$ cat src/rtl/mux_arbiter_pkg.sv
// Shared types and constants for the four-way round-robin mux arbiter.
package mux_arb_pkg;

  localparam int N_REQ = 4;
  localparam int SEL_W = 2;

  typedef enum logic {
    IDLE  = 1'b0,
    GRANT = 1'b1
  } state_e;

  function automatic logic [N_REQ-1:0] onehot(input logic [SEL_W-1:0] idx);
    logic [N_REQ-1:0] v;
    v      = '0;
    v[idx] = 1'b1;
    return v;
  endfunction

endpackage

$ cat src/rtl/mux_arbiter_if.sv
// Request/data bundle between requesters and the arbiter; the arbiter uses the slave view.
interface mux_arbiter_if
  import mux_arb_pkg::*;
#(
  parameter int DATA_W = 1
) ();

  logic [N_REQ-1:0]  req;
  logic [DATA_W-1:0] din_a;
  logic [DATA_W-1:0] din_b;
  logic [DATA_W-1:0] din_c;
  logic [DATA_W-1:0] din_d;
  logic [N_REQ-1:0]  gnt;
  logic [SEL_W-1:0]  sel;
  logic              valid;
  logic [DATA_W-1:0] y;

  modport master (
    output req, din_a, din_b, din_c, din_d,
    input  gnt, sel, valid, y
  );

  modport slave (
    input  req, din_a, din_b, din_c, din_d,
    output gnt, sel, valid, y
  );

endinterface

$ cat src/rtl/mux_arbiter_rr_pick.sv
// Combinational round-robin search: first set req bit at or after start, wrapping modulo 4.
module rr_pick
  import mux_arb_pkg::*;
(
  input  logic [N_REQ-1:0] req,
  input  logic [SEL_W-1:0] start,
  output logic             found,
  output logic [SEL_W-1:0] idx
);

  logic [SEL_W-1:0] cand;

  always_comb begin
    found = 1'b0;
    idx   = '0;
    cand  = '0;
    for (int k = 0; k < N_REQ; k++) begin
      cand = start + SEL_W'(k);
      if (!found && req[cand]) begin
        found = 1'b1;
        idx   = cand;
      end
    end
  end

endmodule

$ cat src/rtl/mux_arbiter.sv
// Four-requester round-robin arbiter with a hold limit under contention,
// steering the winner's data onto a registered output one cycle after grant.
module mux_arbiter
  import mux_arb_pkg::*;
#(
  parameter int DATA_W   = 1,
  parameter int MAX_HOLD = 4
) (
  input  logic         clk,
  input  logic         rst_n,
  mux_arbiter_if.slave bus
);

  localparam logic [3:0] HOLD_LAST = 4'(MAX_HOLD - 1);

  state_e            state_q, state_d;
  logic [N_REQ-1:0]  gnt_q, gnt_d;
  logic [SEL_W-1:0]  sel_q, sel_d;
  logic [SEL_W-1:0]  ptr_q, ptr_d;
  logic [3:0]        hold_cnt_q, hold_cnt_d;
  logic              valid_q, valid_d;
  logic [DATA_W-1:0] y_q, y_d;

  logic [N_REQ-1:0]  others;
  logic [N_REQ-1:0]  pick_req;
  logic [SEL_W-1:0]  pick_start;
  logic [SEL_W-1:0]  pick_idx;
  logic              pick_found;
  logic              keep_grant;

  assign others = bus.req & ~onehot(sel_q);

  // While granted, search starts after the owner and excludes it.
  always_comb begin
    pick_req   = bus.req;
    pick_start = ptr_q;
    if (state_q == GRANT) begin
      pick_req   = others;
      pick_start = sel_q + SEL_W'(1);
    end
  end

  rr_pick u_rr_pick (
    .req   (pick_req),
    .start (pick_start),
    .found (pick_found),
    .idx   (pick_idx)
  );

  assign keep_grant = bus.req[sel_q] && ((others == '0) || (hold_cnt_q < HOLD_LAST));

  always_comb begin
    state_d    = state_q;
    gnt_d      = gnt_q;
    sel_d      = sel_q;
    ptr_d      = ptr_q;
    hold_cnt_d = hold_cnt_q;
    case (state_q)
      IDLE: begin
        if (pick_found) begin
          state_d    = GRANT;
          gnt_d      = onehot(pick_idx);
          sel_d      = pick_idx;
          ptr_d      = pick_idx + SEL_W'(1);
          hold_cnt_d = '0;
        end
      end
      GRANT: begin
        if (bus.req == '0) begin
          state_d    = IDLE;
          gnt_d      = '0;
          hold_cnt_d = '0;
        end else if (keep_grant) begin
          if (hold_cnt_q < HOLD_LAST) begin
            hold_cnt_d = hold_cnt_q + 4'd1;
          end
        end else begin
          gnt_d      = onehot(pick_idx);
          sel_d      = pick_idx;
          ptr_d      = pick_idx + SEL_W'(1);
          hold_cnt_d = '0;
        end
      end
      default: begin
        state_d    = IDLE;
        gnt_d      = '0;
        hold_cnt_d = '0;
      end
    endcase
  end

  // Data stage lags the grant by one cycle and is forced to zero when nothing was granted.
  always_comb begin
    valid_d = |gnt_q;
    case (sel_q)
      2'd0:    y_d = bus.din_a;
      2'd1:    y_d = bus.din_b;
      2'd2:    y_d = bus.din_c;
      2'd3:    y_d = bus.din_d;
      default: y_d = '0;
    endcase
    if (!valid_d) begin
      y_d = '0;
    end
  end

  always_ff @(posedge clk or negedge rst_n) begin
    if (!rst_n) begin
      state_q    <= IDLE;
      gnt_q      <= '0;
      sel_q      <= '0;
      ptr_q      <= '0;
      hold_cnt_q <= '0;
      valid_q    <= 1'b0;
      y_q        <= '0;
    end else begin
      state_q    <= state_d;
      gnt_q      <= gnt_d;
      sel_q      <= sel_d;
      ptr_q      <= ptr_d;
      hold_cnt_q <= hold_cnt_d;
      valid_q    <= valid_d;
      y_q        <= y_d;
    end
  end

  assign bus.gnt   = gnt_q;
  assign bus.sel   = sel_q;
  assign bus.valid = valid_q;
  assign bus.y     = y_q;

endmodule

$ cat src/flat_wrapper.sv
// flat-port wrapper written by rule: the top's interface ports become plain ports
module mux_arbiter_flat import mux_arb_pkg::*;
#(
  parameter int DATA_W   = 1,
  parameter int MAX_HOLD = 4
)
  (clk, rst_n, bus_req, bus_din_a, bus_din_b, bus_din_c, bus_din_d, bus_gnt, bus_sel, bus_valid, bus_y);
  mux_arbiter_if #(.DATA_W(DATA_W)) bus_i ();
  input  logic clk;
  input  logic rst_n;
  input wire logic [$bits(bus_i.req)-1:0] bus_req;
  input wire logic [$bits(bus_i.din_a)-1:0] bus_din_a;
  input wire logic [$bits(bus_i.din_b)-1:0] bus_din_b;
  input wire logic [$bits(bus_i.din_c)-1:0] bus_din_c;
  input wire logic [$bits(bus_i.din_d)-1:0] bus_din_d;
  output wire logic [$bits(bus_i.gnt)-1:0] bus_gnt;
  output wire logic [$bits(bus_i.sel)-1:0] bus_sel;
  output wire logic [$bits(bus_i.valid)-1:0] bus_valid;
  output wire logic [$bits(bus_i.y)-1:0] bus_y;
  assign bus_i.req = bus_req;
  assign bus_i.din_a = bus_din_a;
  assign bus_i.din_b = bus_din_b;
  assign bus_i.din_c = bus_din_c;
  assign bus_i.din_d = bus_din_d;
  assign bus_gnt = bus_i.gnt;
  assign bus_sel = bus_i.sel;
  assign bus_valid = bus_i.valid;
  assign bus_y = bus_i.y;
  mux_arbiter #(.DATA_W(DATA_W), .MAX_HOLD(MAX_HOLD)) u_core (.clk(clk), .rst_n(rst_n), .bus(bus_i));
endmodule
$ cat config.mk
export PLATFORM = sky130hd
export DESIGN_NAME = mux_arbiter_flat
export DESIGN_NICKNAME = d
export VERILOG_FILES = /design/src/rtl/mux_arbiter_pkg.sv /design/src/rtl/mux_arbiter_if.sv /design/src/rtl/mux_arbiter_rr_pick.sv /design/src/rtl/mux_arbiter.sv /design/src/flat_wrapper.sv
export SDC_FILE = /design/constraint.sdc
export NUM_CORES = 1
export LEC_CHECK = 0
export ABC_AREA = 1
export BUFFER_PORTS_ARGS = -buffer_cell sky130_fd_sc_hd__buf_2
export CAP_MARGIN = 10
export CORE_MARGIN = 4
export CORE_UTILIZATION = 61
export CTS_CLUSTER_SIZE = 8
export DETAILED_ROUTE_END_ITERATION = 7
export PLACE_DENSITY = 0.91
export RECOVER_POWER = 50
export SYNTH_ARGS = -nofsm -noshare
export SYNTH_HDL_FRONTEND = slang
export SYNTH_HIERARCHICAL = 1
export SYNTH_SLANG_ARGS = --single-unit
$ cat constraint.sdc
create_clock -name clk -period 5.2 [get_ports clk]
set_input_delay 1.04 -clock clk [delete_from_list [all_inputs] [get_ports clk]]
set_output_delay 1.04 -clock clk [all_outputs]
set_load 0.005 [all_outputs]
==> summary.md <==
| Metric | Value |
|---|---|
| Status | finished clean |
| R2R cell count | 18 |
| CP startpoint | u_core/bus.sel[0] |
| Arrival time worst endpoint | around 2.8 ns |
| Initial antenna violation count | 0 |
| Hold-fix buffers, CTS | 0 |
| Clock Latency Late Sink | 0.28 ns |
| Fin. Hold Viols | 0 |
| Die H | between 50 and 60 um |
| Fin nets | 222 |
| Dpl cell area | between 1000 and 1500 um^2 |
| Setup-failing EPs final | 0 |
| Pwr/cell area | 758 nW/um^2 |
| Total CTS buffers | 3 |
| Delay of the slowest critical-path stage | 0.52 ns |
| Remaining DRCs | 0 |
| Grt ovf | 0 |
| Placed cell count | ~230 |
| Fraction of registers with async set/reset | between 90% and 100% |
| CTS tree | yes |
| Max Transition Viols Final | 0 |
| Die width | 53.7 um |
| Vias in the first global route | roughly 1,100 |
| Synthesized cell area | 1270 um^2 |
| Reg clk slew, reported paths | ~0.08 ns |
| Clock Sinks | 15 |
| Fmax | between 0.3 and 0.4 GHz |
| Final worst-path cycle share | between 40 and 50% |
| Mapped Cells | ~180 |
| Worst path slowest cell | dfrtp_1 |
| R2r startpoint | u_core/bus.sel[0] |
| Placer Congestion | around 0.88 |
| Ys flop type | dfrtp_1 |
| Leakage | between 0.7 and 0.8 nW |
| Most frequent cell on the critical path | nand2_1 |
| Worst-Margin Slew | a little over 0.8 ns |
| Max-slew headroom | approximately 46% |
| Port bufs | 17 |
| Max capacitance violation total | 0 |
| R2R Path End | u_core/ptr_q[1] |
| Register area | roughly 380 um^2 |
| Post-Layout Cell Count | roughly 230 |
| Syn nets | approximately 200 |
| I/O Pins | 18 |
| Critical-path cell list | inv_1 -> ha_1 -> nand2_1 -> nand2_1 -> inv_2 -> nand2_2 -> nand2_2 -> nand2_2 -> nand2_2 -> nor2_4 -> nand3_2 -> nand2_1 -> nand2_1 -> inv_1 -> inv_1 -> ha_1 -> nand3_1 -> nand2_1 |
| Multi-input logic area | about 770 um^2 |
| RSZ-0062 raised after global routing | no |
| Most common cell in the netlist | nand2_1 |
| Crit end category | flop |
| Drt wl/cell | 11.6 um |
| CP Capture Point | u_core/ptr_q[1] |
| Clock tree buffer depth | 2 |
| Setup Buffers After CTS | 0 |
| Tmin final | 2.60 ns |
| Max FO, Critical Path | 8 |
| Seq/Total Area, Yosys | 29.5% |
| DR iter-0 viols | 38 |
| Startpoint types | flop |
| EDFF count, synth | 0 |
| WS Path Type | flop to flop |
| CTS resizes | 0 |
| Worst VDD drop | between 400 and 500 uV |
| Largest cells by area after synthesis | dfrtp_1 (30%), nand2_1 (18%), ha_1 (8.9%) |
| Worst Hold Class | flop to flop |
| Synthesized area per cell | 6.98 um^2 |
| FF+latch count, synth | 15 |
| Post-synth top cells | nand2_1 (60), inv_1 (24), dfrtp_1 (15), nand2_2 (12), nand3_1 (11) |
| Pre-antenna DRT Iters | 4 |
| Yosys top cell area share | 29.5% |
| First-pass GRT wire length | around 4400 um |
| Die ar. | between 2000 and 3000 um^2 |
| Final Util | between 70% and 80% |
| Clk root buf | clkbuf_4 |
| Largest net degree at the start of global routing | 16 |
| Detailed Place HPWL | between 2000 and 2500 um |
| Layout cells sized above 1 | between 20 and 30% |
| Final wirelength | approximately 2700 um |
| R2R Setup Slk | between 2 and 3 ns |
| Design area | 1400 um^2 |
| ANT nets after route | 0 |
| Filler Cells Inserted | 157 |
| Layout Skew | between 0.002 and 0.0025 ns |
| GRT Overall Usage | around a fifth |
| Initial Util | around two thirds |
| Core Area | about 2000 um^2 |
| H-tree levels | 1 |
| Library cells used by synthesis | 21 |
| Setup TNS | 0 ns |
| Vias per cell | approximately 5 |
| Vias | 1,179 |
| Layout area overhead | 10.2% |
| Antenna diodes | 0 |
| Dominant cell type by area after synthesis | dfrtp_1 |
| Syn. warnings | 6 |
| CP Data Required Time | around 5.4 ns |
| Row count | 16 |
| Final Hold Slack | 0.495 ns |
==> through the flow <==
| stage | setup WS, ns | power [mW] |
|---|---|---|
| 3_3_place_gp | 2.55 | 0.951 |
| 5_1_grt | 2.40 | 1.18 |
| 2_1_floorplan | 2.78 | 0.832 |
| 6_report | 2.60 | 1.06 |
| 4_1_cts | 2.67 | 1.06 |
| 3_5_place_dp | 2.49 | 0.991 |
==> layout by cell type (no fill, tap or decap) <==
master and instances:
clkbuf_1 4, o21ai_1 4, nor2_2 3, a31oi_1 1, o21ai_0 2, nand3b_1 1, nor2_4 3, nand2_2 12
nand3_1 11, buf_2 14, ha_1 9, dfrtp_1 15, nand2_4 5, inv_1 25, buf_4 1, nand4_1 4
nand2_1 60, a21oi_1 6, nor2_1 9, inv_2 4, o21ai_2 1, nand3_2 5, clkbuf_4 3
==> worst max-delay path: cells and delay by family, from the launching register on <==
kind | cells | cell delay [ns]
adder cells (fa/ha/maj) | 2 | 0.59
flip-flops | 1 | 0.52
buffers and inverters | 4 | 0.45
AND/OR/NAND/NOR | 12 | 0.92
==> worst min path at each step <==
stage | end | startpoint | depth (start not counted) | slack [ns]
after floorplan | u_core/ptr_q[1] | u_core/ptr_q[1] | 2 | 0.44
after global placement | u_core/hold_cnt_q[1] | u_core/hold_cnt_q[1] | 2 | 0.47
after detailed placement | u_core/ptr_q[1] | u_core/ptr_q[1] | 2 | 0.47
after CTS | u_core/hold_cnt_q[1] | u_core/hold_cnt_q[1] | 2 | 0.50
after global routing | u_core/ptr_q[1] | u_core/ptr_q[1] | 2 | 0.51
final | u_core/hold_cnt_q[1] | u_core/hold_cnt_q[1] | 2 | 0.49
==> layer usage <==
layer	up-vias	part of all wire (%)	GRT usage (%)
li1	605	-	-
met1	540	45	24.3
met2	34	50	37.8
met3	0	5.8	4.43
met4	0	0	4.68
met5	-	0	0
==> logic make-up (layout without fill, tap and decap cells) <==
kind of cell               Yosys count  in the layout  synth area share [%]
buffers and inverters               31             51                  10.0
AOI/OAI and AO/OA                   14             14                  5.91
and+or+nand+nor                    113            113                  45.7
DFF                                 15             15                  29.5
adders and majority gates            9              9                  8.86
==> sequential cells by signal, indices dropped and copies added, names as in the netlist <==
| register | count |
|---|---|
| u_core/bus.gnt | 4 |
| u_core/bus.sel | 2 |
| u_core/bus.valid | 1 |
| u_core/bus.y | 1 |
| u_core/hold_cnt_q | 4 |
| u_core/ptr_q | 2 |
| u_core/state_q | 1 |
==> cell type report <==
class	instances	share of cell area, %
inverter	29	7.77
sequential	15	26.8
clock buffer	4	1.88
multi-input combinational	136	54.8
tap	27	2.41
timing repair buffer	18	6.34
==> power breakdown <==
group | total, mW | leakage (nW) | internal, mW | switching (mW)
Combinational | 0.795 | 0.596 | 0.282 | 0.514
Clock | 0.0647 | 0.0150 | 0.0297 | 0.0350
Sequential | 0.202 | 0.188 | 0.164 | 0.0379
Total | 1.06 | 0.799 | 0.475 | 0.587
(Power assumes the default switching activity.)
